## src/rtl/simple_formal_alu.sv

```systemverilog
// Registered two-operand ADD/SUB/signed-MAX/signed-MIN unit with status flags
// and a sticky match flag raised when a SUB result equals COVER_VALUE.
module simple_formal_alu #(
    parameter int unsigned       WIDTH       = 64,
    parameter logic [WIDTH-1:0]  COVER_VALUE = WIDTH'(64'h0000_0000_0000_AAAA)
) (
    input  logic             clk,
    input  logic             rst,
    input  logic             in_valid,
    input  logic [1:0]       op,
    input  logic [WIDTH-1:0] a,
    input  logic [WIDTH-1:0] b,
    output logic             out_valid,
    output logic [WIDTH-1:0] result,
    output logic             carry,
    output logic             overflow,
    output logic             zero,
    output logic             negative,
    output logic             a_eq_b,
    output logic             cover_hit
);

    localparam int unsigned MSB = WIDTH - 1;

    localparam logic [1:0] OP_ADD = 2'b00;
    localparam logic [1:0] OP_SUB = 2'b01;
    localparam logic [1:0] OP_MAX = 2'b10;
    localparam logic [1:0] OP_MIN = 2'b11;

    logic [WIDTH:0]   w_sum;
    logic [WIDTH-1:0] w_diff;
    logic             w_borrow;
    logic             w_a_ge_b;
    logic             w_a_le_b;
    logic [WIDTH-1:0] w_result;
    logic             w_carry;
    logic             w_overflow;
    logic             w_cover;

    logic             r_out_valid;
    logic [WIDTH-1:0] r_result;
    logic             r_carry;
    logic             r_overflow;
    logic             r_zero;
    logic             r_negative;
    logic             r_a_eq_b;
    logic             r_cover_hit;

    // Shared arithmetic and signed compares feeding the result mux
    always_comb begin
        w_sum    = {1'b0, a} + {1'b0, b};
        w_diff   = a - b;
        w_borrow = (a < b);
        w_a_ge_b = ($signed(a) >= $signed(b));
        w_a_le_b = ($signed(a) <= $signed(b));
    end

    // Select result and per-op flags; ties in MAX/MIN resolve to a
    always_comb begin
        w_result   = '0;
        w_carry    = 1'b0;
        w_overflow = 1'b0;
        w_cover    = 1'b0;
        case (op)
            OP_ADD: begin
                w_result   = w_sum[WIDTH-1:0];
                w_carry    = w_sum[WIDTH];
                w_overflow = (a[MSB] == b[MSB]) && (w_sum[MSB] != a[MSB]);
            end
            OP_SUB: begin
                w_result   = w_diff;
                w_carry    = w_borrow;
                w_overflow = (a[MSB] != b[MSB]) && (w_diff[MSB] != a[MSB]);
                w_cover    = (w_diff == COVER_VALUE);
            end
            OP_MAX: begin
                w_result = w_a_ge_b ? a : b;
            end
            OP_MIN: begin
                w_result = w_a_le_b ? a : b;
            end
            default: begin
                w_result = '0;
            end
        endcase
    end

    // Output register: flags hold when idle, cover_hit is sticky until reset
    always_ff @(posedge clk) begin
        if (rst) begin
            r_out_valid <= 1'b0;
            r_result    <= '0;
            r_carry     <= 1'b0;
            r_overflow  <= 1'b0;
            r_zero      <= 1'b0;
            r_negative  <= 1'b0;
            r_a_eq_b    <= 1'b0;
            r_cover_hit <= 1'b0;
        end else begin
            r_out_valid <= in_valid;
            if (in_valid) begin
                r_result    <= w_result;
                r_carry     <= w_carry;
                r_overflow  <= w_overflow;
                r_zero      <= (w_result == '0);
                r_negative  <= w_result[MSB];
                r_a_eq_b    <= (a == b);
                r_cover_hit <= r_cover_hit | w_cover;
            end
        end
    end

    assign out_valid = r_out_valid;
    assign result    = r_result;
    assign carry     = r_carry;
    assign overflow  = r_overflow;
    assign zero      = r_zero;
    assign negative  = r_negative;
    assign a_eq_b    = r_a_eq_b;
    assign cover_hit = r_cover_hit;

endmodule

```

## config.mk

```make
export PLATFORM = sky130hd
export DESIGN_NAME = simple_formal_alu
export DESIGN_NICKNAME = d
export VERILOG_FILES = /design/src/rtl/simple_formal_alu.sv
export SDC_FILE = /design/constraint.sdc
export NUM_CORES = 1
export LEC_CHECK = 0
export ABC_AREA = 1
export ABC_CLOCK_PERIOD_IN_PS = 6600
export BUFFER_PORTS_ARGS = -buffer_cell sky130_fd_sc_hd__buf_4
export CAP_MARGIN = 20
export CORE_ASPECT_RATIO = 1.25
export CORE_MARGIN = 2
export CORE_UTILIZATION = 55
export DETAILED_ROUTE_END_ITERATION = 12
export PLACE_DENSITY = 0.76
export SYNTH_ARGS = -nofsm -noshare
export SYNTH_HDL_FRONTEND = slang
export SYNTH_SLANG_ARGS = --single-unit
```

## constraint.sdc

```tcl
create_clock -name clk -period 6.6 [get_ports clk]
set_input_delay 1.98 -clock clk [delete_from_list [all_inputs] [get_ports clk]]
set_output_delay 1.98 -clock clk [all_outputs]
set_load 0.03 [all_outputs]
```

==> key figures, run 1 <==
Floorplan
  – IO Count: approximately 200
  – Height of the die: just under 200 um
  – Initial Util: 55.5%
  – Die width: 157 um
  – Count of standard-cell rows: 70

CTS
  – Post-cts sizing count: 0
  – Buffers inserted during post-CTS setup optimization: 0
  – Clock root cell: sky130_fd_sc_hd__clkbuf_16
  – Bufs on Longest Clock Path: 2
  – Clock buffer count from CTS: 9
  – CTS sink count: 70
  – Number of H-tree branching levels: 3
  – # hold bufs at CTS: 0

Logic synthesis
  – Most instantiated flip-flop cell in the synthesis netlist: sky130_fd_sc_hd__dfxtp_1
  – Post-Synthesis Cell Area: 0.0161 mm^2
  – Number of cells produced by synthesis: 3090
  – Post-synthesis area per instance: around 5.2 um^2
  – Flip-flop and latch count after synthesis: 70
  – Count of yosys warnings during synthesis: 0
  – Share of flip-flops with an asynchronous set or reset after synthesis: 0%
  – Syn_nets: 3353
  – Number of flops mapped to enable cells by yosys: 0
  – Number of distinct library cells after synthesis: 51
  – Post-synthesis sequential area ratio: 8.72%

Placed design
  – Port bufs: between 200 and 250
  – Dpl hpwl: a little under 70000 um
  – Placer congestion estimate: 1.26

GRT
  – Wire length of the first global-routing pass: ~140000 um
  – Number of global-route vias before repair: ~22000
  – Largest net degree at the start of global routing: 77
  – Total global-route track usage: between 60% and 70%
  – Global route total overflow: 12

Status
  – First error: [ERROR GRT-0116] Global routing finished with congestion. Check the congestion regions in the DRC Viewer.
  – Status: stopped before the end
  – Stage where the run ended: global routing (5_1_grt)
## routing by layer
layer  GRT overflow  track usage [%]
met3              0             37.2
met5              0            0.657
met2              9             83.8
met1              0             65.9
met4              3             62.3
## through the flow
step                area, um^2  std cells  hold slack (ps)  setup WS [ps]
CTS                      18200       3625              459            447
global placement         17900       3609              451            148
detailed placement       17900       3609              449           69.6
floorplan                16100       3090              569           1930
## cells by family after synthesis
logic type	Yosys count	synth area share, %
compound gates	532	18.2
xor+xnor	57	3.11
fa+ha+maj	130	10.2
buf+inv	625	15.4
flops	70	8.72
simple gates	1676	44.3
## cells in the mapped netlist (all sizes together), types with 2 or more instances
library cell	number	area share [%]
buf	74	2.5
inv	503	12
or2	8	0.31
dfxtp	70	8.7
nand3b	9	0.42
a31o	2	0.11
xor2	56	3.1
nor2	488	12
a211oi	3	0.14
nor3	30	1.0
o211ai	18	1.0
o221ai	2	0.11
o21ai	204	6.4
nand2	710	17
a21boi	7	0.33
ha	128	10
a31oi	3	0.12
fa	2	0.25
nand4	86	3.4
nand3	335	10
clkinv	3	0.078
o21a	12	0.56
a22oi	7	0.33
a21oi	233	7.3
nor4	7	0.27
o21bai	27	1.3
a21o	11	0.51
clkbuf	45	1.1
==> run 2: changes to the inputs <==
CORE_ASPECT_RATIO = not set   (was 1.25)
CORE_UTILIZATION = 40   (was 55)
PLACE_DENSITY = not set   (was 0.76)
PLACE_DENSITY_LB_ADDON = 0.15   (was not set)
==> run 2 against run 1 <==
Effect of this change:
- the flow now finishes without violations
- synthesized cell count unchanged
- synthesized area unchanged
==> key figures, run 2 <==
Logic synthesis
  – Most used standard cell by instance count after synthesis: sky130_fd_sc_hd__nand2_1
  – Count of yosys warnings during synthesis: 0 (unchanged)
  – Number of cells produced by synthesis: 3090 (unchanged)
  – Share of flip-flops with an asynchronous set or reset after synthesis: 0% (unchanged)
  – Flip-flop and latch count after synthesis: 70 (unchanged)
  – Post-synthesis area per instance: 5.20 um^2 (unchanged)
  – Post-synthesis sequential area ratio: 8.72% (unchanged)
  – Cell taking the most area after synthesis: sky130_fd_sc_hd__nand2_1
  – Most instantiated flip-flop cell in the synthesis netlist: sky130_fd_sc_hd__dfxtp_1
  – Syn_nets: 3353 (unchanged)
  – Number of distinct library cells after synthesis: 51 (unchanged)
  – Number of flops mapped to enable cells by yosys: 0 (unchanged)
  – Post-Synthesis Cell Area: 0.0161 mm^2 (unchanged)
  – Main area contributors after synthesis: sky130_fd_sc_hd__nand2_1, sky130_fd_sc_hd__inv_1, sky130_fd_sc_hd__nor2_1
  – Proportion of netlist area held by the largest area contributor: 16.4% (unchanged)
  – Most used standard cells in the synthesized netlist: sky130_fd_sc_hd__nand2_1, sky130_fd_sc_hd__inv_1, sky130_fd_sc_hd__nor2_1

GRT
  – Global route total overflow: 0
  – Number of global-route vias before repair: 21486
  – Largest net degree at the start of global routing: 76
  – Total global-route track usage: 44.7%
  – Initial antenna violation count: 1
  – Wire length of the first global-routing pass: 136000 um

Floorplan
  – Initial Util: 40.5% (-15 points)
  – Die width: 204 um (+30%)
  – Area of the core: 0.0397 mm^2
  – Die Footprint: 0.0418 mm^2
  – Height of the die: 204 um (+4.8%)
  – Count of standard-cell rows: 73 (+4.3%)
  – IO Count: 204 (unchanged)

CTS
  – Buffers inserted during post-CTS setup optimization: 0 (unchanged)
  – Post-cts sizing count: 0 (unchanged)
  – Clock tree from TritonCTS: yes
  – Number of H-tree branching levels: 3 (unchanged)
  – Bufs on Longest Clock Path: 2 (unchanged)
  – Clock transition at the registers of the reported paths: 60 ps
  – Source-to-sink clock delay at the later pin of the worst-skew pair: 350 ps
  – Clock root cell: sky130_fd_sc_hd__clkbuf_16
  – # hold bufs at CTS: 0 (unchanged)
  – CTS sink count: 70 (unchanged)
  – Clock buffer count from CTS: 9 (unchanged)

Power
  – Portion of total power attributed to combinational logic: 68.2%
  – Power density cells: approximately 160 mW/mm^2
  – Seq pwr share: between 15 and 20%
  – Static power due to leakage: 9.55 nW
  – Maximum VDD drop: roughly 140 uV
  – Int Pwr: 1.40 mW
  – Clock share of power: 16.2%
  – Sw power: about 1.7 mW
  – Tot Pwr: 3.09 mW
  – Net switching share of the total power: 54.9%

Routing
  – Vias per inst: ~5.9
  – Routed wire per std cell: 24.9 um
  – DRC violations left: 0
  – Remaining antenna violation count after routing: 0
  – Number of DRC markers in iteration 0: 2955
  – WL final: 95500 um
  – Number of vias after detailed routing: 22517
  – Count of TritonRoute iterations in the first routing pass: 7

STA
  – Slew of the pin with the lowest slew margin: 1250 ps
  – Layout Skew: 0 ps
  – RSZ-0062 raised after global routing: no
  – Number of setup violations in the final report: 0
  – Endpoints failing hold: 0
  – Final setup TNS: 0 ps
  – Final critical-path required period: 6160 ps
  – Final slew viol count: 0
  – Highest clock frequency the design can meet: 162 MHz
  – Final Cycle Share: 93.4%
  – Relative slew slack: 16.4%

Setup path
  – Launch point of the worst reg-to-reg path: result[53]
  – Arrival @ worst endpoint: about 6400 ps
  – Type of element capturing the critical path: flop
  – Category of the most critical setup path: input pin to flop
  – CP startpoint kind: input pin
  – Endpoint of the lowest-slack register-to-register path: result[53]
  – CP Launch Point: b[43]
  – End point of the critical path: zero
  – Required time worst endpoint: 6880 ps
  – Largest fanout on the critical path: 25
  – Reg2Reg Setup Slack: 5880 ps
  – Number of cells on the worst reg-to-reg path: 2

Placed design
  – Port bufs: 203 (unchanged)
  – Dpl hpwl: 80700 um (+16%)
  – Placer congestion estimate: 1.15 (-8.8%)

Final layout
  – Count of antenna diodes in the layout: 0
  – Max FFs per register: between 60 and 70
  – Highest-count cells in the layout ignoring fill and taps: sky130_fd_sc_hd__nand2_1, sky130_fd_sc_hd__inv_1, sky130_fd_sc_hd__nor2_1
  – Fraction of layout instances using a drive strength above 1: 11.8%
  – Layout overhead on the synthesized area: 18.1%
  – Number of nets in the finished design: around 3600
  – Most common cell after layout, fill and taps aside: sky130_fd_sc_hd__nand2_1

Status
  – Status: completed

Worst hold path
  – Classification of the worst-slack hold path: flop to flop

Job
  – Number of maximum-capacitance constraint violations: 0
-- run 2: cell counts after synthesis --
No cell type changed its count.
-- run 2: how the worst min path moves through the flow --
stage / slack [ps] / depth (start not counted) / startpoint / to
finish: 470 / 2 / carry / carry
floorplan: 570 / 2 / cover_hit / cover_hit
CTS: 470 / 2 / cover_hit / cover_hit
detailed placement: 460 / 2 / result[0] / result[0]
global route: 490 / 2 / carry / carry
global placement: 440 / 2 / cover_hit / cover_hit
-- run 2: final cells by class --
type                    count  area (um^2)
clock buffers               9          225
clock inverters             7         78.8
fillers                  4367        20700
inverters                 506         1900
multi-input cells        2395        12200
flip-flops and latches     70         1400
well taps                 525          657
repair buffers            321         2480
-- run 2: stage by stage --
stage | util (%) | instances | hold WS [ps] | setup WS, ps | area [um^2]
floorplan | - | 3090 | 569 | 1930 | 16100
global placement | 47.0 | 3817 | 439 | 240 | 18700
detailed placement | 47.0 | 3817 | 465 | 260 | 18700
CTS | 47.8 | 3833 | 474 | 603 | 19000
global route | 47.8 | 3833 | 492 | 178 | 19000
finish | 47.8 | 3833 | 474 | 438 | 19000
-- run 2: worst max-delay path, stage by stage --
cell and delay (ps):
sky130_fd_sc_hd__buf_4 90, sky130_fd_sc_hd__inv_1 90, sky130_fd_sc_hd__ha_1 520, sky130_fd_sc_hd__nand2_1 180, sky130_fd_sc_hd__inv_2 90, sky130_fd_sc_hd__nand2_1 90, sky130_fd_sc_hd__nor3_2 270, sky130_fd_sc_hd__nand2_1 330
sky130_fd_sc_hd__nor3_2 330, sky130_fd_sc_hd__nand2_2 140, sky130_fd_sc_hd__nand2_2 100, sky130_fd_sc_hd__nand2_2 100, sky130_fd_sc_hd__nand3_4 100, sky130_fd_sc_hd__buf_12 170, sky130_fd_sc_hd__buf_4 300, sky130_fd_sc_hd__a21oi_1 100
sky130_fd_sc_hd__o21ai_0 110, sky130_fd_sc_hd__nand4_1 170, sky130_fd_sc_hd__nor2_1 440, sky130_fd_sc_hd__nand2_1 120, sky130_fd_sc_hd__nor2_1 100, sky130_fd_sc_hd__nand2_1 110, sky130_fd_sc_hd__nor2_1 160, sky130_fd_sc_hd__nand2_1 70
sky130_fd_sc_hd__a21oi_1 120
-- run 2: logic make-up after synthesis --
group	share of synthesized area (%)
flops	8.72
compound gates	18.2
simple gates	44.3
buf+inv	15.4
fa+ha+maj	10.2
xor+xnor	3.11
-- run 2: per-layer routing --
layer	wire length, um	global-route usage (%)	vias up	part of all wire (%)
li1	-	-	10365	-
met1	34800	52.2	10305	36
met2	41100	70.8	1469	43
met3	9730	8.58	376	10
met4	9830	36.9	2	10
met5	12	0	-	0.013
-- run 2: power by group through the flow --
stage | registers, mW | clock network (mW) | logic (mW)
global route | 0.486 | 0.527 | 2.21
floorplan | 0.563 | 0 | 1.06
finish | 0.482 | 0.501 | 2.11
global placement | 0.489 | 0 | 2.00
CTS | 0.482 | 0.507 | 2.02
detailed placement | 0.491 | 0 | 2.00
No activity file was read; power rests on OpenSTA's default activity.
